==> src/rtl/spi_frame_rx_pkg.sv <==
// spi_frame_rx_pkg: shared FSM states and frame layout for the SPI write-frame receiver
package spi_frame_rx_pkg;
  typedef enum logic [1:0] {IDLE, SHIFT, COMMIT} state_t;
  localparam int FRAME_BITS = 16;
  localparam int RW_BIT = 15;
  localparam int ADDR_MSB = 14;
  localparam int ADDR_LSB = 8;
  localparam int DATA_MSB = 7;
  localparam int DATA_LSB = 0;
  localparam int DEF_MAX_ADDR = 4;
endpackage

==> src/rtl/spi_frame_rx_sync.sv <==
// sync_edge_det: multi-flop input synchronizer with rise/fall detection, edges suppressed until real samples fill the pipe
module sync_edge_det #(
  parameter int STAGES = 2,
  parameter logic IDLE_LVL = 1'b0
) (
  input  logic clk,
  input  logic rst,
  input  logic din,
  output logic q,
  output logic rise,
  output logic fall
);
  logic [STAGES-1:0] sync;
  logic [STAGES:0] vld;
  logic prev;
  // shift the pin through the synchronizer; vld tracks when q and prev hold genuine pin samples
  always_ff @(posedge clk) begin
    if (rst) begin
      sync <= {STAGES{IDLE_LVL}};
      prev <= IDLE_LVL;
      vld <= '0;
    end else begin
      sync <= {sync[STAGES-2:0], din};
      prev <= sync[STAGES-1];
      vld <= {vld[STAGES-1:0], 1'b1};
    end
  end
  assign q = sync[STAGES-1];
  assign rise = vld[STAGES] & q & ~prev;
  assign fall = vld[STAGES] & ~q & prev;
endmodule

==> src/rtl/spi_frame_rx.sv <==
// spi_frame_rx: deserializes 16-bit SPI mode-0 write frames into a valid/ready register write; SPI_FRAME_RX_ERR_CNT_EN adds err_count
module spi_frame_rx
  import spi_frame_rx_pkg::*;
#(
  parameter int SYNC_STAGES = 2,
  parameter int ADDR_W = 7,
  parameter int DATA_W = 8,
  parameter int MAX_ADDR = DEF_MAX_ADDR
) (
  input  logic clk,
  input  logic rst,
  input  logic sclk_raw,
  input  logic mosi_raw,
  input  logic cs_n_raw,
  output logic wr_valid,
  input  logic wr_ready,
  output logic [ADDR_W-1:0] wr_addr,
  output logic [DATA_W-1:0] wr_data,
  output logic frame_err,
  output logic overflow,
`ifdef SPI_FRAME_RX_ERR_CNT_EN
  output logic [7:0] err_count,
`endif
  output logic busy
);
  localparam logic [ADDR_W-1:0] MAX_A = ADDR_W'(MAX_ADDR);
  localparam logic [4:0] FULL_CNT = 5'(FRAME_BITS);
  localparam logic [4:0] OVER_CNT = 5'(FRAME_BITS + 1);
  state_t state, nstate;
  logic [FRAME_BITS-1:0] shreg;
  logic [4:0] cnt;
  logic sclk_q, sclk_rise, sclk_fall;
  logic mosi_q, mosi_rise, mosi_fall;
  logic cs_q, cs_rise, cs_fall;
  logic commit, len_ok, rw, addr_bad, good, load, err_set, ovf_set;
  logic [ADDR_W-1:0] addr_f;
  logic unused_ok;
  sync_edge_det #(.STAGES(SYNC_STAGES), .IDLE_LVL(1'b0)) u_sclk (
    .clk(clk), .rst(rst), .din(sclk_raw), .q(sclk_q), .rise(sclk_rise), .fall(sclk_fall));
  sync_edge_det #(.STAGES(SYNC_STAGES), .IDLE_LVL(1'b0)) u_mosi (
    .clk(clk), .rst(rst), .din(mosi_raw), .q(mosi_q), .rise(mosi_rise), .fall(mosi_fall));
  sync_edge_det #(.STAGES(SYNC_STAGES), .IDLE_LVL(1'b1)) u_cs (
    .clk(clk), .rst(rst), .din(cs_n_raw), .q(cs_q), .rise(cs_rise), .fall(cs_fall));
  assign unused_ok = ^{sclk_q, sclk_fall, mosi_rise, mosi_fall};
  assign addr_f = ADDR_W'(shreg[ADDR_MSB:ADDR_LSB]);
  assign busy = state == SHIFT;
  // next state and the commit-cycle decision on the captured frame
  always_comb begin
    nstate = state == IDLE ? (cs_fall ? SHIFT : IDLE) : state == SHIFT ? (cs_rise ? COMMIT : SHIFT) : IDLE;
    commit = state == COMMIT;
    len_ok = cnt == FULL_CNT;
    rw = shreg[RW_BIT];
    addr_bad = addr_f > MAX_A;
    good = commit & len_ok & rw & ~addr_bad;
    load = good & (~wr_valid | wr_ready);
    ovf_set = good & wr_valid & ~wr_ready;
    err_set = commit & (~len_ok | (rw & addr_bad));
  end
  // state, shifter, hold register and one-cycle status pulses
  always_ff @(posedge clk) begin
    if (rst) begin
      state <= IDLE;
      shreg <= '0;
      cnt <= '0;
      wr_valid <= 1'b0;
      wr_addr <= '0;
      wr_data <= '0;
      frame_err <= 1'b0;
      overflow <= 1'b0;
    end else begin
      state <= nstate;
      frame_err <= err_set;
      overflow <= ovf_set;
      if (state == IDLE && cs_fall) begin
        shreg <= '0;
        cnt <= '0;
      end else if (state == SHIFT && sclk_rise && !cs_q) begin
        shreg <= {shreg[FRAME_BITS-2:0], mosi_q};
        cnt <= cnt == OVER_CNT ? OVER_CNT : cnt + 5'd1;
      end
      if (load) begin
        wr_valid <= 1'b1;
        wr_addr <= addr_f;
        wr_data <= DATA_W'(shreg[DATA_MSB:DATA_LSB]);
      end else if (wr_valid && wr_ready) begin
        wr_valid <= 1'b0;
      end
    end
  end
`ifdef SPI_FRAME_RX_ERR_CNT_EN
  // saturating tally of error and overflow pulses
  always_ff @(posedge clk) begin
    if (rst) err_count <= '0;
    else if ((frame_err || overflow) && err_count != 8'hFF) err_count <= err_count + 8'd1;
  end
`endif
endmodule
==> config.mk <==
export PLATFORM = sky130hd
export DESIGN_NAME = spi_frame_rx
export DESIGN_NICKNAME = d
export VERILOG_FILES = /design/src/rtl/spi_frame_rx_pkg.sv /design/src/rtl/spi_frame_rx_sync.sv /design/src/rtl/spi_frame_rx.sv
export SDC_FILE = /design/constraint.sdc
export NUM_CORES = 1
export LEC_CHECK = 0
export ABC_AREA = 1
export BUFFER_PORTS_ARGS = -buffer_cell sky130_fd_sc_hd__buf_2
export CAP_MARGIN = 20
export CELL_PAD_IN_SITES_DETAIL_PLACEMENT = 0
export CELL_PAD_IN_SITES_GLOBAL_PLACEMENT = 2
export CORE_UTILIZATION = 32
export DETAILED_ROUTE_END_ITERATION = 6
export PLACE_DENSITY = 0.76
export SLEW_MARGIN = 10
export SYNTH_ARGS = -nofsm -noshare
export SYNTH_HDL_FRONTEND = slang
export SYNTH_SLANG_ARGS = --single-unit
==> constraint.sdc <==
create_clock -name clk -period 1.6 [get_ports clk]
set_input_delay 0.16 -clock clk [delete_from_list [all_inputs] [get_ports clk]]
set_output_delay 0.16 -clock clk [all_outputs]
set_load 0.005 [all_outputs]
==> results.md, run 1 <==
- Sequential cells were found to cover 49.7% of the synthesized design area.
- The library cells used most frequently in the layout, excluding fill and tap cells, are sky130_fd_sc_hd__nand2_1 (72), sky130_fd_sc_hd__inv_1 (51), sky130_fd_sc_hd__dfxtp_1 (50).
- The number of warnings reported in the yosys synthesis log is 0.
- The total number of nets in the final design is approximately 320.
- After Yosys synthesis, and, or, nand and nor cells account for about 28% of the synthesized area.
- In this run the core area contains 29 standard-cell rows.
- The clock network burns about two fifths of the power.
- Final hold analysis gives a worst-case slack of around 0.028 ns.
- The maximum count of clock buffers along a single path is 2.
- The critical path goes through inv_1 > ha_2 > nand3_4 > nor2_4 > buf_6 > nand4_1 > nand2_1 > nor2_1.
- In the routed layout, each cell is associated on average with a via count of 4.35.
- The transition time at the pin with the least slew margin is about 0.56 ns.
- By area, the combinational part of the netlist is dominated by simple AND/OR/NAND/NOR gates.
- The first detailed-routing pass took 4 iterations.
- For flop-to-flop paths, the worst setup slack is approximately 0.15 ns.
- A synthesized cell averages approximately 7.4 um^2.
- For this run, the top clock speed supported by timing is roughly 700 MHz.
- The combinational share of power is 2.3%.
- The synthesized netlist cell count is about 280.
- The finished layout holds 390 standard cells, fillers aside.
- The wire length per cell after detailed routing is 10.7 um.
- Across the routed clock network, the largest skew measured is around 0.0028 ns.
- Net switching is 21.5% of the power.
- The final number of max-transition violations was 0.
- Grouping stages by cell kind, the critical path spends the most delay in simple AND/OR/NAND/NOR gates.
- The data arrival time of the worst path is ~1.7 ns.
- The post-synthesis mux area share is 0%.
- Yosys mapped the design onto 26 distinct sky130hd cell types.
- The leakage dissipation is about 0.001 uW.
- The critical setup path kind is reg -> reg.
- The worst hold endpoint is u_cs.sync[0].
- Dividing the final minimum period by the clock period gives 90.8%.
- The vertical extent of the die is about 83 um.
- Counting cells, the worst reg-to-reg path comes to 8.
- The routed layout has between 1,500 and 2,000 vias.
- The area of the multi-input gates is roughly 820 um^2.
- The number of failing hold endpoints at the final stage is 0.
- The post-route minimum period is 1.45 ns.
- Fill cells in the final layout number a little under 700.
- The number of clock buffers added by TritonCTS is 5.
- Once detailed placement completed, the half-perimeter wirelength came to between 2000 and 3000 um.
- The launch instance of the worst register-to-register path is cnt[0].
- Summed over all layers, the routed wires come to 4180 um.
- The post-synth design cell area is around 2100 um^2.
- The count of cells along the worst hold path is 2.
- Dividing total power by cell area gives a power density of 920 nW/um^2.
- The critical-path maximum fanout is 8.
- The relative area change from synthesis to final layout is 18.5%.
- The net count after synthesis is 291.
- The worst pin sits at a relative slew slack of approximately 62%.
- The analysis attributes to net switching a power of 490 uW.
- Setup slack on the critical path of the routed design comes to approximately 0.15 ns.
- Among all stages on the critical path, the largest delay is contributed by sky130_fd_sc_hd__dfxtp_4.
- The initial core utilization is around a third.
- Setup violations remaining at the end of the flow were counted as 0.
- The die covers between 6000 and 7000 um^2.
- Once placement completed, the tool counted placed cells totaling between 300 and 400.
- The count of nets left with antenna violations once routing finished came out at 0.
- Clock-pin slew was measured on the worst setup and hold paths at 0.10 ns.
- The first global-routing pass estimated just over 7000 um of wire.
- In this run the most critical hold path is launched from cs_n_raw.
- The global routing usage summed across all routing layers is 13.0%.
- For the worst setup path, the data required time is 1.81 ns.
- The synthesized netlist devotes approximately 1.3% of its cell area to XOR and XNOR gates.
- Hold repair after CTS inserted 0 buffers.
- The final standard cell utilization of the core is 39.1%.
- The initial antenna violation count is 0.
- The floorplan step set the die width to about 83 um.
- The type of element capturing the critical path is a flip-flop.
- The tree is rooted in a sky130_fd_sc_hd__clkbuf_8.
- At the placement stage, the worst setup path has a slack of 0.163 ns.
- The remaining global-route overflow is 0.
- The endpoint identified for the worst register-to-register timing path is wr_data[0].
- The setup TNS is 0 ns.
- The number of DRC markers after the initial detailed-route iteration is around 60.
- In this run the worst hold path is classified as in -> reg.
- After synthesis the netlist holds a flip-flop and latch count of 52.
- The critical path starts at cnt[0].
- The critical path contains buffers and inverters numbering 2 combined.
- The congestion estimate from routability-driven global placement came to around 0.79.
- The number of I/O pins is 25.
- The clock tree from TritonCTS is yes.
- The number of global-route vias before repair is around 1,600.
- The area fraction in compound gates after synthesis is ~6.3%.
- The internal power summed over all cells is 1790 uW.
- The H-tree depth reported by CTS is 2.
- The count of inserted antenna diode cells is 0.
- The total of buffers placed on input and output ports is 24.
- The delay of the slowest critical-path stage is ~0.35 ns.
- The most frequent standard cell in the layout excluding fill and tap cells is sky130_fd_sc_hd__nand2_1.
- The synthesized netlist devotes 1.79% of its cell area to adder and majority cells.
- The placeable core region is ~6300 um^2.
- The total of max-cap violations is 0.
- The run finished with clean final reports.
- The power share of the sequential group is between 50 and 60%.
- Clock tree synthesis found a total of 52 sinks.
- The worst-case IR drop observed on VDD is around 0.00054 V.
- The kind of start point of the critical path is a flip-flop.
- After detailed routing, the number of remaining DRC violations is 0.
- Of the cells placed in the final design, the portion with a size suffix greater than 1 is 19.5%.
- Entering global routing, the biggest net connects 22 pins.
- The clock network latency to the later pin of the worst-skew pair is roughly 0.3 ns.
- The sequential cells in the finished layout cover a total of around 1000 um^2.
-- synthesized netlist by cell type, drive strengths merged --
cell    instances  area [um^2]
nand2          74          278
o21ai           2         10.0
nand3           5         42.5
xnor2           2         17.5
or2             2         12.5
dfxtp          52         1040
ha              3         37.5
a21oi          23          115
nor2           34          148
buf             9         57.6
clkbuf          4         15.0
o22ai           1         6.26
xor2            1         8.76
nor3            1         5.00
nand3b          2         15.0
inv            53          199
nand4          12         75.1
nor4            2         12.5
-- layer usage --
metal / share of wire (%) / global-route usage, % / up-vias
met5: 0 / 0 / -
met1: 47 / 16.9 / 749
li1: - / - / 915
met3: 3.4 / 2.68 / 4
met2: 48 / 20.9 / 28
met4: 1.1 / 5.17 / 0
-- how the worst max path moves through the flow --
stage,endpoint,depth (start not counted),slack [ns]
after floorplan,wr_addr[0],8,0.35
after global placement,wr_data[0],8,0.22
after detailed placement,wr_data[3],8,0.16
after CTS,wr_data[3],8,0.12
after global routing,wr_addr[1],8,-0.007
final,wr_data[0],8,0.15
-- kinds of logic (layout without fill, tap and decap cells) --
| family | Yosys count | count (layout) |
|---|---|---|
| AO/OA/AOI/OAI | 26 | 26 |
| XOR/XNOR | 3 | 3 |
| adder cells (fa/ha/maj) | 3 | 3 |
| buffers and inverters | 66 | 96 |
| flip-flops | 52 | 52 |
| AND/OR/NAND/NOR | 132 | 133 |
-- flip-flops by register name, summed over array words and instances (netlist names) --
register	flops
u_sclk.prev	1
wr_data	8
u_cs.sync	2
state	2
u_mosi.sync	2
u_cs.prev	1
frame_err	1
wr_addr	7
cnt	5
overflow	1
u_sclk.vld	3
wr_valid	1
u_sclk.sync	2
shreg	16
-- timing repair --
action,4_1_cts,5_1_grt
endpoints found under the setup margin,0,8
gates resized for setup,0,10
setup buffers,0,2
-- worst register-to-register path: cells and delay by family, from the launching register on --
kind	cells	cell delay, ns
AND/OR/NAND/NOR	5	0.59
buffers and inverters	2	0.24
flip-flops	1	0.35
adder cells (fa/ha/maj)	1	0.19
-- stage by stage --
step / power [uW] / area [um^2]
6_report: 2280 / 2480
4_1_cts: 2330 / 2420
3_5_place_dp: 1390 / 2310
5_1_grt: 2380 / 2480
2_1_floorplan: 1370 / 2100
3_3_place_gp: 1390 / 2310
-- power groups by stage --
stage | logic, uW | registers (uW) | clock network [uW]
CTS | 55.2 | 1310 | 965
detailed placement | 55.1 | 1340 | 0
global placement | 54.6 | 1340 | 0
finish | 53.7 | 1310 | 923
floorplan | 35.2 | 1340 | 0
global route | 61.6 | 1310 | 1010
-- cell type report --
class	count	area share, %
Clock buffer	5	2.77
Sequential cell	52	42.1
Inverter	53	8.01
Tap cell	77	3.88
Clock inverter	3	1.86
Timing Repair Buffer	35	8.31
Multi-Input combinational cell	165	33.0
Power figures use the tool's default switching activity.
==> run 2, diff against run 1 <==
- BUFFER_PORTS_ARGS: -buffer_cell sky130_fd_sc_hd__buf_2 -> not set
- CORE_UTILIZATION: 32 -> 35
- DONT_BUFFER_PORTS: not set -> 1
==> run 2 against run 1 <==
Compared with the run above: clock power shrank 2.5%; wire length shrank 3.2%; via count shrank 6.8%; critical path depth is the same; critical path type unchanged; highest routed layer unchanged.
==> results.md, run 2 (synthesized netlist as in run 1, its figures left out) <==
- The flow ran to the end, and the final reports show no timing, DRC or antenna violations.
- The number of nets with antenna violations after detailed routing is 0 (unchanged).
- The placer's final routability congestion estimate is 0.724 (-8.4%).
- The critical-path maximum fanout is 16 (+8).
- The placeable core region was 5640 um^2 (-11%).
- The worst slack at placement came to 0.165 ns (+0.00203 ns).
- The total via count after detailed routing is 1,580 (-6.8%).
- The wire length per cell after detailed routing was 11.2 um (+4.6%).
- The final HPWL from detailed placement was 2730 um (-3.1%).
- The internal power summed over all cells is 1790 uW (-0.22%).
- The clock share of power is 39.7% (-0.7 points).
- The DRC violations left came to 0 (unchanged).
- The leakage dissipation is 0.000907 uW (-12%).
- The share of final-layout standard cells stronger than drive strength 1 is 9.00% (-10 points).
- The total power after layout is 2270 uW (-0.85%).
- The count of inserted antenna diode cells is 0 (unchanged).
- The kind of start point of the critical path is a flip-flop.
- The global routing usage summed across all routing layers is 14.2% (+1.2 points).
- The area of the die is 6300 um^2 (-8.4%).
- The largest registers in the layout are shreg x16, wr_data x8, wr_addr x7.
- The initial antenna violation count is 0 (unchanged).
- The final-report setup violation count is 0 (unchanged).
- Clock tree synthesis selected as its root buffer the cell sky130_fd_sc_hd__clkbuf_8.
- The remaining global-route overflow is 0 (unchanged).
- The tightest min-delay check is of the in -> reg type.
- The top cell types in the final layout, fill and taps aside, are sky130_fd_sc_hd__nand2_1 (74), sky130_fd_sc_hd__dfxtp_1 (52), sky130_fd_sc_hd__inv_1 (51).
- The detailed-router iteration count before antenna repair came to 4 (unchanged).
- The total number of nets in the final design is 297 (-7.5%).
- The clock tree from TritonCTS is yes.
- The combinational share of power is 2.5% (+0.2 points).
- The initial core utilization is 37.1% (+4.1 points).
- The post-route minimum period was 1.42 ns (-0.0330 ns).
- The horizontal die dimension is 79.4 um (-4.3%).
- The power share of the sequential group is 57.8% (+0.6 points).
- The total number of clock tree sinks came to 52 (unchanged).
- The maximum count of clock buffers along a single path came to 2 (unchanged).
- The worst setup skew after layout is 0.00537 ns (+0.00261 ns).
- Setup repair after global routing could not meet its margin everywhere.
- The number of filler instances in the final layout came to 600 (-13%).
- The worst setup path is captured at a flip-flop.
- The maximum vdd drop is 0.000521 V (-3.6%).
- The setup slack of the critical path after layout was 0.180 ns (+0.0330 ns).
- The power spent charging and discharging nets is 475 uW (-3.1%).
- The H-tree depth reported by CTS is 2 (unchanged).
- The fraction of power spent switching nets is 21.0% (-0.50 points).
- The register with the most flip-flops is shreg.
- The final number of max-transition violations was 0 (unchanged).
- The critical path is of the reg -> reg type.
- The power density over cell area is 971 nW/um^2 (+5.6%).
- The vias per cell came to 4.38 (+0.64%).
- The detailed-route wire length is 4040 um (-3.2%).
- The transition time at the pin with the least slew margin is 0.570 ns (+0.00624 ns).
- Leaving out fill and tap cells, the most frequent cell in the layout is sky130_fd_sc_hd__nand2_1.
- The required time of the critical path is 1.85 ns (+0.04 ns).
- The number of I/O pins is 25 (unchanged).
- The tightest slew margin relative to the limit was 62.0% (-0.33 points).
- The post-route worst hold slack was 0.389 ns (+0.361 ns).
- Relative to the synthesized area, the layout overhead comes to 11.3%.
- The maximum number of pins on one net before global-route repair is 22 (unchanged).
- The peak clock frequency supported by timing is 704 MHz (+2.3%).
- The vertical extent of the die is 79.4 um (-4.3%).
- The number of global-route vias before repair is 1,453 (-8.1%).
- The total of buffers placed on input and output ports came to 0 (-100%).
- The data arrival time of the worst path is 1.67 ns (about the same).
- The standard-cell row count is 27 (-6.9%).
- The final cell count without fillers is 361 (-7.4%).
- The total of max-cap violations was 0 (unchanged).
- The number of buffers added by the clock tree synthesis step is 5 (unchanged).
- The clock network latency to the later pin of the worst-skew pair is 0.30 ns (about the same).
- The final period utilization is 88.8% (-2.1 points).
- The global-route wire length before repair is 6860 um (-5.2%).
- The number of failing hold endpoints at the final stage is 0 (unchanged).
- The instance count after placement with tap cells included is 347 (-8.4%).
- The number of DRC markers after the initial detailed-route iteration is 97 (+59%).
- The number of flip-flops under the largest register name was 16 (unchanged).
- The clock transition time at the flip-flop clock pins of the worst setup and hold paths is 0.09 ns (about the same).
## run 2: cell types whose count changed in the layout (fill, tap and decap cells not counted), moves of 2 or more
| cell | delta |
|---|---|
| sky130_fd_sc_hd__nand3_4 | -2 |
| sky130_fd_sc_hd__dlygate4sd3_1 | +5 |
| sky130_fd_sc_hd__nand2_1 | +2 |
| sky130_fd_sc_hd__buf_4 | -4 |
| sky130_fd_sc_hd__dfxtp_1 | +2 |
| sky130_fd_sc_hd__buf_2 | -24 |
| sky130_fd_sc_hd__nand2_2 | -2 |
## run 2: area by class of cell
cell class              count  area (um^2)  share of cell area [%]
multi-input cells         164          783                    33.6
clock inverters             3         42.5                    1.82
flip-flops and latches     52         1040                    44.6
inverters                  53          199                    8.53
clock buffers               5         68.8                    2.95
well taps                  72         90.1                    3.86
repair buffers             12          108                    4.61
## run 2: routing by layer
| metal | share of wire, % | up-vias | GRT usage [%] |
|---|---|---|---|
| met2 | 46 | 20 | 22.0 |
| li1 | - | 864 | - |
| met3 | 2.5 | 7 | 3.43 |
| met4 | 1.7 | 0 | 5.45 |
| met5 | 0 | - | 0 |
| met1 | 50 | 689 | 18.9 |
## run 2: worst paths after layout
check / startpoint / end / slack [ns] / depth (start not counted)
setup reg to reg: cnt[0] / wr_addr[2] / 0.18 / 8
hold reg to reg: u_sclk.vld[0] / u_sclk.vld[1] / 0.41 / 2
setup / recovery: cnt[0] / wr_addr[2] / 0.18 / 8
hold / removal: wr_ready / overflow / 0.39 / 3
## run 2: worst max-delay path, cell delays in order (launching register included)
cell and delay, ns:
sky130_fd_sc_hd__dfxtp_1 0.36, sky130_fd_sc_hd__inv_1 0.08, sky130_fd_sc_hd__ha_1 0.15, sky130_fd_sc_hd__nand3_2 0.13
sky130_fd_sc_hd__nor2_4 0.19, sky130_fd_sc_hd__nand3_4 0.20, sky130_fd_sc_hd__nand2_1 0.12, sky130_fd_sc_hd__inv_1 0.04
sky130_fd_sc_hd__nor2_1 0.08
## run 2: timing repair
action / 4_1_cts / 5_1_grt
resized for setup: 0 / 1
hold endpoints to repair: 18 / 0
hold buffers: 6 / 0
buffers inserted: 0 / 0
setup endpoints to repair: 0 / 22
## run 2: per-stage QoR
stage | TNS [ns] | util (%) | instance area (um^2)
5_1_grt | -0.00600 | 41.3 | 2330
2_1_floorplan | 0 | - | 2100
3_5_place_dp | 0 | 38.3 | 2160
3_3_place_gp | 0 | 38.3 | 2160
6_report | 0 | 41.3 | 2330
4_1_cts | 0 | 41.3 | 2330
## run 2: power by group through the flow
stage	clock (uW)	sequential, uW	combinational (uW)
6_report	900	1310	55.7
5_1_grt	986	1310	63.6
4_1_cts	932	1310	56.7
3_5_place_dp	0	1340	41.1
3_3_place_gp	0	1340	40.5
2_1_floorplan	0	1340	35.2
==> run 3, diff against run 2 <==
- CORE_UTILIZATION: 35 -> 36
- CTS_CLUSTER_DIAMETER: not set -> 100
- PLACE_DENSITY: 0.76 -> 0.77
- SYNTH_HIERARCHICAL: not set -> 1
==> run 3 against run 2 <==
Compared with the run above: synthesized area increased by 1.8%; sequential share of layout area increased by 0.82 points; cell count increased by 0.83%; clock skew decreased by 0.0025 ns; largest power group unchanged; wire length decreased by 1.1%; final area increased by 4.6%; critical endpoint is now wr_data[6]; total power decreased by 1.4%.
==> results.md, run 3 <==
- The run finished with clean final reports.
- The power spent charging and discharging nets was 509 uW (+7.2%).
- The leakage dissipation is 0.000982 uW (+8.2%).
- The clock share of power is 34.9% (-4.8 points).
- The relative area change from synthesis to final layout is 14.3%.
- The area of the die came to 6240 um^2 (-1.0%).
- The DRC violations left is 0 (unchanged).
- The global routing usage summed across all routing layers is 14.1% (-0.035 points).
- The setup TNS came to 0 ns (unchanged).
- The placeable core region came to 5610 um^2 (-0.60%).
- The synthesized netlist cell count is 280 (-0.71%).
- The number of failing hold endpoints at the final stage came to 0 (unchanged).
- The register with the most flip-flops is shreg.
- The count of inserted antenna diode cells is 0 (unchanged).
- The number of I/O pins is 25 (unchanged).
- The number of gates on the worst path with buffers counted is 10 (+2).
- The total of buffers placed on input and output ports was 0 (unchanged).
- The top cell types in the final layout, fill and taps aside, are sky130_fd_sc_hd__inv_1 (55), sky130_fd_sc_hd__dfxtp_1 (53), sky130_fd_sc_hd__nor2_1 (45).
- The total number of nets in the final design is 300 (+1.0%).
- The cell area after layout is 2440 um^2 (+4.6%).
- The worst hold path startpoint is rst.
- The final cell count without fillers is 364 (+0.83%).
- Setup repair after global routing left no endpoint under its margin.
- The wire length per cell after detailed routing is 11.0 um (-1.9%).
- The number of nets with antenna violations after detailed routing is 0 (unchanged).
- The worst register-to-register path ends at wr_data[6].
- The final HPWL from detailed placement was 2520 um (-7.5%).
- The termination of the worst setup path is wr_data[6].
- The tightest slew margin relative to the limit came to 44.6% (-17 points).
- The initial core utilization is 38.0% (+0.89 points).
- The final-report setup violation count is 0 (unchanged).
- The power density over cell area is 916 nW/um^2 (-5.7%).
- The total number of clock tree sinks is 55 (+5.8%).
- The slack of the worst reg-to-reg path is 0.14 ns (-0.04 ns).
- The critical setup path kind is reg -> reg.
- The detailed-router iteration count before antenna repair is 4 (unchanged).
- The total of max-cap violations came to 0 (unchanged).
- The internal power summed over all cells is 1720 uW (-3.7%).
- The post-synth design cell area is 2130 um^2 (+1.8%).
- The critical path goes through inv_4 > ha_4 > nand2_1 > inv_1 > nand2_2 > nor2_4 > buf_4 > nand4_1 > nand2_1 > nor2_1.
- The number of filler instances in the final layout is 609 (+1.5%).
- The most numerous cell on the critical path is sky130_fd_sc_hd__nand2_1.
- The number of warnings reported in the yosys synthesis log came to 6 (+6).
- The delay of the slowest critical-path stage is 0.37 ns (about the same).
- The number of global-route vias before repair is 1,472 (+1.3%).
- In this run the worst hold path is classified as in -> reg.
- The area of the multi-input gates is 796 um^2 (+1.6%).
- The number of flip-flops under the largest register name is 16 (unchanged).
- The standard-cell row count is 27 (unchanged).
- The number of buffers added by the clock tree synthesis step is 5 (unchanged).
- The post-synthesis average cell area is 7.62 um^2 (+2.5%).
- The final period utilization was 91.4% (+2.6 points).
- The remaining global-route overflow is 0 (unchanged).
- The vertical extent of the die is 79.0 um (-0.50%).
- The net count after synthesis is 289 (-0.69%).
- The final number of max-transition violations is 0 (unchanged).
- The type of element capturing the critical path is a flip-flop.
- The peak clock frequency supported by timing is 684 MHz (-2.9%).
- The placer's final routability congestion estimate is 0.742 (+2.4%).
- The critical-path maximum fanout is 8 (-8).
- The share of final-layout standard cells stronger than drive strength 1 was 10.3% (+1.3 points).
- The power share of the sequential group came to 62.0% (+4.2 points).
- The logic depth of the worst register-to-register path is 10 (+2).
- The detailed-route wire length is 4000 um (-1.1%).
- The instance count after placement with tap cells included is 348 (+0.29%).
- The fraction of power spent switching nets is 22.8% (+1.8 points).
- The number of DRC markers after the initial detailed-route iteration is 70 (-28%).
- The worst register-to-register path begins at cnt[0].
- The maximum vdd drop is 0.000487 V (-6.4%).
- The required time of the critical path came to 1.82 ns (-0.03 ns).
- The maximum count of clock buffers along a single path was 2 (unchanged).
- The global-route wire length before repair is 6740 um (-1.7%).
- The root buffer selected by CTS is sky130_fd_sc_hd__clkbuf_8.
- The data arrival time of the worst path is 1.68 ns (about the same).
- The horizontal die dimension came to 79.0 um (-0.50%).
- The clock transition time at the flip-flop clock pins of the worst setup and hold paths is 0.10 ns (about the same).
- The kind of cell with the highest combined delay along the critical path is simple AND/OR/NAND/NOR gates.
- The cell at the slowest stage of the critical path is sky130_fd_sc_hd__dfxtp_4.
- The total area of sequential cells is 1110 um^2 (+6.5%).
- The most frequent standard cell in the layout excluding fill and tap cells is sky130_fd_sc_hd__inv_1.
- The post-route worst hold slack is 0.0905 ns (-0.298 ns).
- The placed instance area was 2240 um^2 (+3.8%).
- The H-tree depth reported by CTS came to 2 (unchanged).
- The buffer and inverter count on the worst path is 3 (+1).
- The vias per cell is 4.35 (-0.51%).
- The clock tree from TritonCTS is yes.
- The total via count after detailed routing came to 1,585 (+0.32%).
- The largest registers in the layout are shreg x16, wr_data x8, wr_addr x7.
- The initial antenna violation count is 0 (unchanged).
- The maximum number of pins on one net before global-route repair is 32 (+45%).
- The post-route minimum period is 1.46 ns (+0.0417 ns).
- The kind of start point of the critical path is a flip-flop.
- In this run the worst setup path begins at cnt[0].
- The transition time at the pin with the least slew margin is 0.828 ns (+0.257 ns).
- The combinational share of power was 3.1% (+0.6 points).
- The worst setup skew after layout was 0.00287 ns (-0.00250 ns).
- The clock network latency to the later pin of the worst-skew pair is 0.31 ns (about the same).
run 3: worst min path at each step:
stage,to,slack (ns),cells after the start
floorplan,u_cs/vld[0],0.22,1
global placement,u_cs/vld[0],0.22,1
detailed placement,u_cs/vld[0],0.22,1
CTS,cnt[3],0.09,3
global route,cnt[1],0.09,3
finish,cnt[1],0.09,3
run 3: worst reg2reg max path, cell delays in order, from the launching register on:
cell	delay [ns]
sky130_fd_sc_hd__dfxtp_4	0.37
sky130_fd_sc_hd__inv_4	0.06
sky130_fd_sc_hd__ha_4	0.12
sky130_fd_sc_hd__nand2_1	0.04
sky130_fd_sc_hd__inv_1	0.06
sky130_fd_sc_hd__nand2_2	0.07
sky130_fd_sc_hd__nor2_4	0.26
sky130_fd_sc_hd__buf_4	0.20
sky130_fd_sc_hd__nand4_1	0.08
sky130_fd_sc_hd__nand2_1	0.07
sky130_fd_sc_hd__nor2_1	0.04
run 3: area by class of cell:
class	count	share of cell area (%)
Tap cell	72	3.69
Clock buffer	6	2.98
Timing Repair Buffer	13	5.44
Inverter	58	9.13
Clock inverter	2	0.667
Multi-Input combinational cell	158	32.6
Sequential cell	55	45.5
run 3: per-stage QoR:
stage	setup WS [ns]	util [%]	power [uW]
global route	0.00980	43.5	2330
global placement	0.181	39.9	1480
detailed placement	0.130	39.9	1470
CTS	0.106	42.2	2280
finish	0.138	43.5	2230
floorplan	0.329	-	1460
run 3: what timing repair did:
| item | CTS | global route |
|---|---|---|
| setup endpoints to repair | 0 | 15 |
| endpoints found under the hold margin | 23 | 0 |
| hold buffers | 4 | 0 |
| setup buffers | 0 | 3 |
| gates resized for setup | 0 | 13 |
run 3: power by group through the flow:
stage	Sequential (uW)	Combinational, uW	Clock, uW
floorplan	1420	40.8	0
global placement	1420	54.3	0
detailed placement	1420	53.7	0
CTS	1390	70.9	821
global route	1390	80.0	865
finish	1390	69.2	779
run 3: per-layer routing:
metal | routed length, um | GRT usage, % | up-vias
li1 | - | - | 874
met1 | 2080 | 18.8 | 681
met2 | 1710 | 21.2 | 25
met3 | 151 | 4.48 | 5
met4 | 65 | 5.45 | 0
met5 | 0 | 0 | -
